`src/rtl/aesl_deadlock_origin_arbiter.sv`:
```
// aesl_deadlock_origin_arbiter: elects and confirms the deadlock origin process; optional DL_ORIGIN_REPORT_EN adds sim messages and auto-finish
module aesl_deadlock_origin_arbiter #(
    parameter int PROC_NUM       = 2,
    parameter int CONFIRM_CYCLES = 4,
    parameter int IDX_W          = 1,
    parameter int CNT_W          = 8
) (
    input  logic                clock,
    input  logic                reset,
    input  logic [PROC_NUM-1:0] dl_in_vec_i,
    output logic                dl_detect_out_o,
    output logic [PROC_NUM-1:0] origin_o,
    output logic                token_clear_o,
    output logic                dl_report_vld_o,
    output logic [IDX_W-1:0]    dl_origin_idx_o,
    output logic [CNT_W-1:0]    abort_count_o
);
    localparam int CW = $clog2(CONFIRM_CYCLES + 1);
    typedef enum logic [1:0] {IDLE = 2'd0, ARM = 2'd1, CLEAR = 2'd2, DETECTED = 2'd3} state_t;
    state_t              state_q, state_d;
    logic [PROC_NUM-1:0] origin_q, origin_d, low_oh;
    logic [IDX_W-1:0]    idx_q, idx_d, low_idx;
    logic [CW-1:0]       cnt_q, cnt_d;
    logic [CNT_W-1:0]    abort_q, abort_d;
    logic                det_q, det_d, tclr_q, tclr_d, vld_q, vld_d;
    // lowest-index candidate wins when several units flag at once
    always_comb begin
        low_oh  = '0;
        low_idx = '0;
        for (int i = PROC_NUM - 1; i >= 0; i--) begin
            if (dl_in_vec_i[i]) begin
                low_oh    = '0;
                low_oh[i] = 1'b1;
                low_idx   = IDX_W'(i);
            end
        end
    end
    // election / confirmation / abort sequencing; every output is a register
    always_comb begin
        state_d  = state_q;
        origin_d = origin_q;
        idx_d    = idx_q;
        cnt_d    = cnt_q;
        abort_d  = abort_q;
        det_d    = det_q;
        tclr_d   = 1'b0;
        vld_d    = 1'b0;
        case (state_q)
            IDLE: begin
                origin_d = '0;
                if (|dl_in_vec_i) begin
                    origin_d = low_oh;
                    idx_d    = low_idx;
                    cnt_d    = CW'(1);
                    state_d  = ARM;
                end
            end
            ARM: begin
                if (dl_in_vec_i[idx_q]) begin
                    if (cnt_q >= CW'(CONFIRM_CYCLES)) begin
                        state_d = DETECTED;
                        det_d   = 1'b1;
                        vld_d   = 1'b1;
                    end else begin
                        cnt_d = cnt_q + 1'b1;
                    end
                end else begin
                    state_d = CLEAR;
                    tclr_d  = 1'b1;
                    abort_d = &abort_q ? abort_q : abort_q + 1'b1;
                end
            end
            CLEAR: begin
                origin_d = '0;
                cnt_d    = '0;
                state_d  = IDLE;
            end
            DETECTED: state_d = DETECTED;
            default: begin
                origin_d = '0;
                det_d    = 1'b0;
                state_d  = IDLE;
            end
        endcase
    end
    // state and output registers, cleared immediately by reset
    always_ff @(posedge clock or negedge reset) begin
        if (!reset) begin
            state_q  <= IDLE;
            origin_q <= '0;
            idx_q    <= '0;
            cnt_q    <= '0;
            abort_q  <= '0;
            det_q    <= 1'b0;
            tclr_q   <= 1'b0;
            vld_q    <= 1'b0;
        end else begin
            state_q  <= state_d;
            origin_q <= origin_d;
            idx_q    <= idx_d;
            cnt_q    <= cnt_d;
            abort_q  <= abort_d;
            det_q    <= det_d;
            tclr_q   <= tclr_d;
            vld_q    <= vld_d;
        end
    end
    assign dl_detect_out_o = det_q;
    assign origin_o        = origin_q;
    assign token_clear_o   = tclr_q;
    assign dl_report_vld_o = vld_q;
    assign dl_origin_idx_o = idx_q;
    assign abort_count_o   = abort_q;
`ifdef DL_ORIGIN_REPORT_EN
    logic [4:0] fin_q;
    // end the simulation a fixed while after the deadlock is confirmed
    always_ff @(posedge clock or negedge reset) begin
        if (!reset) fin_q <= '0;
        else if (state_q == DETECTED) begin
            fin_q <= fin_q + 1'b1;
            if (fin_q == 5'd15) $finish;
        end
    end
    // human-readable trace of confirmed and aborted candidates
    always @(posedge clock) begin
        if (reset && state_q == ARM && state_d == DETECTED)
            $display("DEADLOCK: origin process %0d at %0t", idx_q, $time);
        if (reset && tclr_q) $display("deadlock candidate %0d aborted", idx_q);
    end
`endif
endmodule

```
`config.mk`:
```
export PLATFORM = sky130hd
export DESIGN_NAME = aesl_deadlock_origin_arbiter
export DESIGN_NICKNAME = d
export VERILOG_FILES = /design/src/rtl/aesl_deadlock_origin_arbiter.sv
export SDC_FILE = /design/constraint.sdc
export NUM_CORES = 1
export LEC_CHECK = 0
export BUFFER_PORTS_ARGS = -buffer_cell sky130_fd_sc_hd__buf_2
export CORE_ASPECT_RATIO = 0.75
export CORE_MARGIN = 2
export CORE_UTILIZATION = 45
export CTS_BUF_LIST = sky130_fd_sc_hd__clkbuf_16
export DETAILED_ROUTE_END_ITERATION = 16
export PLACE_DENSITY = 0.67
export SLEW_MARGIN = 10
export SYNTH_ARGS = -nofsm -noshare
export SYNTH_HDL_FRONTEND = slang
export SYNTH_SLANG_ARGS = --single-unit
export TNS_END_PERCENT = 50
```
`constraint.sdc`:
```
create_clock -name clock -period 1.95 [get_ports clock]
set_input_delay 0.2925 -clock clock [delete_from_list [all_inputs] [get_ports clock]]
set_output_delay 0.2925 -clock clock [all_outputs]
set_load 0.02 [all_outputs]
```
# == Word level (Yosys, flattened, before mapping) ==
# Cells that the tools add are included.
# W data, S select, Z words.
# totals
register_bits,19
in_bits,4
output_inout_bits,14
word_cells,52
# classes
addsub,2
magnitude_cmp,2
eq_ne,7
n_mux,21
bitwise,2
reduce_logical,10
# ops
cell,count
$mux W2,6
$mux W1,9
$mux W3,3
$pmux W3 S3,1
$add A8 B1 Y8 const B,1
$pmux W2 S4,1
$reduce_and A8 Y1,1
$ne A2 B2 Y1 const B,3
$reduce_and A3 Y1,2
$eq A2 B2 Y1 const B,2
$pmux W2 S2,1
$reduce_and A2 Y1,2
$reduce_and A4 Y1,1
$add A3 B1 Y3 const B,1
$ge A3 B3 Y1 const B,1
$ne A3 B3 Y1 const B,1
$reduce_bool A3 Y1,1
$eq A2 B1 Y1 const B,1
$logic_not A2 Y1,1
$lt A1 B2 Y1 const B,1
$not A1 Y1,2
$reduce_bool A2 Y1,1
$reduce_or A2 Y1,1

# == Logic depth before layout (Yosys ltp) ==
# depth
word_depth,4
ltp_mapped,7
mapped_depth_nobuf,6

# == Worst setup path after synthesis ==
# No wires, ideal clock.
# synth_path
path_kind,flip-flop to flip-flop
start,register state_q[1]
end,register cnt_q[2]
setup_ps,127
arrival_time_ps,1491
required_time_ps,1823
slack_ps,332
path_stages_with_launch,8
n_path_buf,1
synth_period_minus_slack_ps,1618
path_cell_list,dfrtp_1 > inv_1 > ha_1 > clkbuf_1 > a21o_1 > a211oi_2 > mux2i_1 > o31ai_1
# synth_via
elab_chain_cells,3
# synth_lines
item,line,text
"start, declared",20,"state_t state_q, state_d;"
"start signal, assigned",98,state_q <= state_d;
$eq A2 B1 Y1 (tied with other cells),48,case (state_q)
$ne A2 B2 Y1 (no line) or $reduce_bool A3 Y1 (tied branches),n/a,
$reduce_and A4 Y1 (no line),n/a,
"end signal, assigned",101,cnt_q <= cnt_d;
"end, declared",23,"logic [CW-1:0] cnt_q, cnt_d;"
# Parallel ways exist; a longest one is shown, timed or not.
# A chain may end at the register's enable or synchronous reset.

# == Worst setup path after layout ==
# layout_path
start,register state_q[0]
end,register cnt_q[2]
# Same word-level chain as after synthesis.

==> flow_summary.toml <==
[outcome]
status = "completed"

[setup_path]
crit_slowest_cell = "dfrtp_1"
crit_type = "reg -> reg"
rrSetupSlack_ns = 0.19
endpoint_kind = "register"
critPathLaunchType = "register"
critPathMaxStageDelay_ns = 0.44
required_ns = 2.08
crit_chain = "inv_1 > ha_1 > nor3b_4 > a211oi_2 > mux2i_1 > o31ai_1"
cp.arrival_ns = 1.88
worstPathMaxFanout = 7

[floorplanning]
initial_core_util = 0.4860
die_y_um = 44.74
core_region_area_sq_um = 2049
num_rows = 14
pin_count = 18
chipWidth_um = 58.32
die-area_sq_um = 2609

[synthesis]
synthAdderAreaFrac = 0.1005
yosysWarnings = 0
synthDistinctLibCells = 38
syn_area_sq_um = 996.0
synthSimpleGateAreaFrac = 0.1972
synth_compound_area_frac = 0.1106
ys.flop_type = "dfrtp_1"
synth_largest_area_cell = "dfrtp_1"
synthMuxAreaShare = 0.06030
synth_xor_area_frac = 0.03518
avgSynthCellArea_sq_um = 11.07
ys_ff_latch = 19
synth_top_area_share = 0.4774
synth_top_family_by_area = "simple AND/OR/NAND/NOR gates"
ys_async_sr_fraction = 1.000
syn_nets = 102
seq_area_frac_synth = 0.4774
netlist_instances = 90
synth_area_leaders = "dfrtp_1 48%, ha_1 10%, a21oi_1 3.0%"
synth_edf_count = 0

[route]
drc = 0
via_per_inst = 5.222
antenna_left = 0
firstDrtPassIters = 4
drt_iter0_drc = 14
routed_wirelength_mm = 1.771
wl_per_cell_um = 13.12
num_vias = 705

[power]
powerDensity_nw_per_um2 = 1657
p_int_uw = 1210
p_total_uw = 1992
combPwrFrac = 0.441
ir_drop_mv = 0.9599
swShare = 0.3925
seq_power_share = 0.356
switchingPower_uw = 781.9
pwr-share-clk = 0.203
p_leak_uw = 0.0005828

[timing]
fin_crit_ns = 1.756
period_share = 0.9005
max_slew_margin = 0.7215
rsz0062_at_grt = "no"
worst_pin_slew_ns = 0.4178
hold_viol_final = 0
drv_slew = 0
fin_setup_tns_ns = 0
fmax_mhz = 569.5
finalSetupViolations = 0
skew_ns = 0.001480

[place]
dpl_cell_area_sq_um = 1107
gp_congestion = 0.7706
dp_hpwl_mm = 1.371
port_buffers = 17

[grt]
grt_max_degree = 20
grt_pass1_wl_mm = 3.056
antenna_found_initial = 0
overflow = 0
track_usage = 0.1596
grt_pass1_vias = 664

[cells_and_area]
regArea_sq_um = 475.5
nFillCells = 182
post-route-util = 0.5867
fin_nets = 124
area_growth_pct = 20.73
multi_input_comb_area_sq_um = 508.0
stdcell_area_sq_um = 1202
antennaDiodeCount = 0
drive_gt1_frac = 0.2523

[clock_tree]
cts_root_buffer = "clkbuf_16"
clockBufferDepth = 2
cts_tree = "done"
clk_pin_slew_worst_paths_ns = 0.05
cts_setup_buffers = 0
clock_sinks = 19
clock_latency_ns = 0.25
cts_made_buffers = 3
htreeDepth = 1

[worst_hold_path]
hold_class = "in -> reg"

[run]
maxCapViolCount = 0
placed cells by master, fill, tap and decap left out, types with 2 or more instances in the layout:
cell and instances:
dfrtp_1 19, buf_2 17, ha_1 8, a21oi_1 6
inv_1 5, nor2_1 5, nand2_1 4, nand4_1 4
o21ai_0 3, xnor2_1 3, clkbuf_16 3, and3_1 2
and2_1 2, nand3_1 2, a31oi_1 2, mux2i_1 2
metal layers:
metal | GRT usage | wire length [um] | vias up | part of all wire
li1 | - | - | 368 | -
met1 | 0.2326 | 936 | 316 | 0.53
met2 | 0.2202 | 723 | 19 | 0.41
met3 | 0.06304 | 101 | 2 | 0.057
met4 | 0.04186 | 9 | 0 | 0.0051
met5 | 0 | 0 | - | 0
state kept, by name, indices dropped and copies added (netlist names):
signal           cells
cnt_q                3
dl_report_vld_o      1
origin_o             2
abort_count_o        8
dl_origin_idx_o      1
dl_detect_out_o      1
token_clear_o        1
state_q              2
what timing repair did:
action	in CTS	in global routing
gates resized for setup	0	1
hold buffers	1	0
endpoints found under the hold margin	19	0
endpoints found under the setup margin	0	1
path summary, 6_finish.rpt:
kind,from,end,cells past startpoint
max in group asynchronous,reset,abort_count_o[5],2
min in group asynchronous,reset,dl_origin_idx_o,2
min,dl_in_vec_i[0],dl_origin_idx_o,2
max,state_q[0],cnt_q[2],6
max reg2reg,state_q[0],cnt_q[2],6
min reg2reg,dl_detect_out_o,dl_detect_out_o,1
power by group through the flow:
stage	Sequential, uW	Combinational (uW)	Clock (uW)
2_1_floorplan	824	515	0
3_3_place_gp	706	864	0
3_5_place_dp	718	875	0
4_1_cts	710	879	419
5_1_grt	743	971	436
6_report	710	878	405
synthesized netlist by cell type, types with 2 or more instances:
master / number
nand4_1: 4
ha_1: 8
nor2_1: 5
a31oi_1: 2
and3_1: 2
dfrtp_1: 19
inv_1: 4
and2_1: 2
nand2_1: 4
nand3_1: 2
o21ai_0: 3
xnor2_1: 3
mux2i_1: 2
a21oi_1: 6
area by class of cell:
type,count,area share
multi-input combinational,66,0.4225
sequential,19,0.3954
timing repair buffer,18,0.07908
clock buffer,3,0.06244
tap,24,0.02497
inverter,4,0.01249
clock inverter,1,0.003122
worst max-delay path: cells and delay by family, from the launching register on:
| family | cells | cell delay [ns] |
|---|---|---|
| flops | 1 | 0.44 |
| compound gates | 2 | 0.38 |
| fa+ha+maj | 1 | 0.30 |
| simple gates | 1 | 0.21 |
| mux | 1 | 0.21 |
| buf+inv | 1 | 0.10 |
metrics by stage:
step                cells  setup WS [ns]  hold slack [ns]
floorplan              90         0.3319        -0.003091
global placement      130         0.2890           0.2557
detailed placement    130         0.1675           0.2533
CTS                   135         0.1731           0.2986
global route          135        0.02208           0.3480
finish                135         0.1941           0.3267
cell families (layout without fill, tap and decap cells):
| logic type | after synthesis | in the layout |
|---|---|---|
| AND/OR/NAND/NOR | 32 | 32 |
| XOR/XNOR | 4 | 4 |
| buffers and inverters | 5 | 26 |
| flip-flops | 19 | 19 |
| multiplexers | 5 | 5 |
| AO/OA/AOI/OAI | 17 | 17 |
| adder cells (fa/ha/maj) | 8 | 8 |
Note: power is estimated with default switching activity, not from simulation.
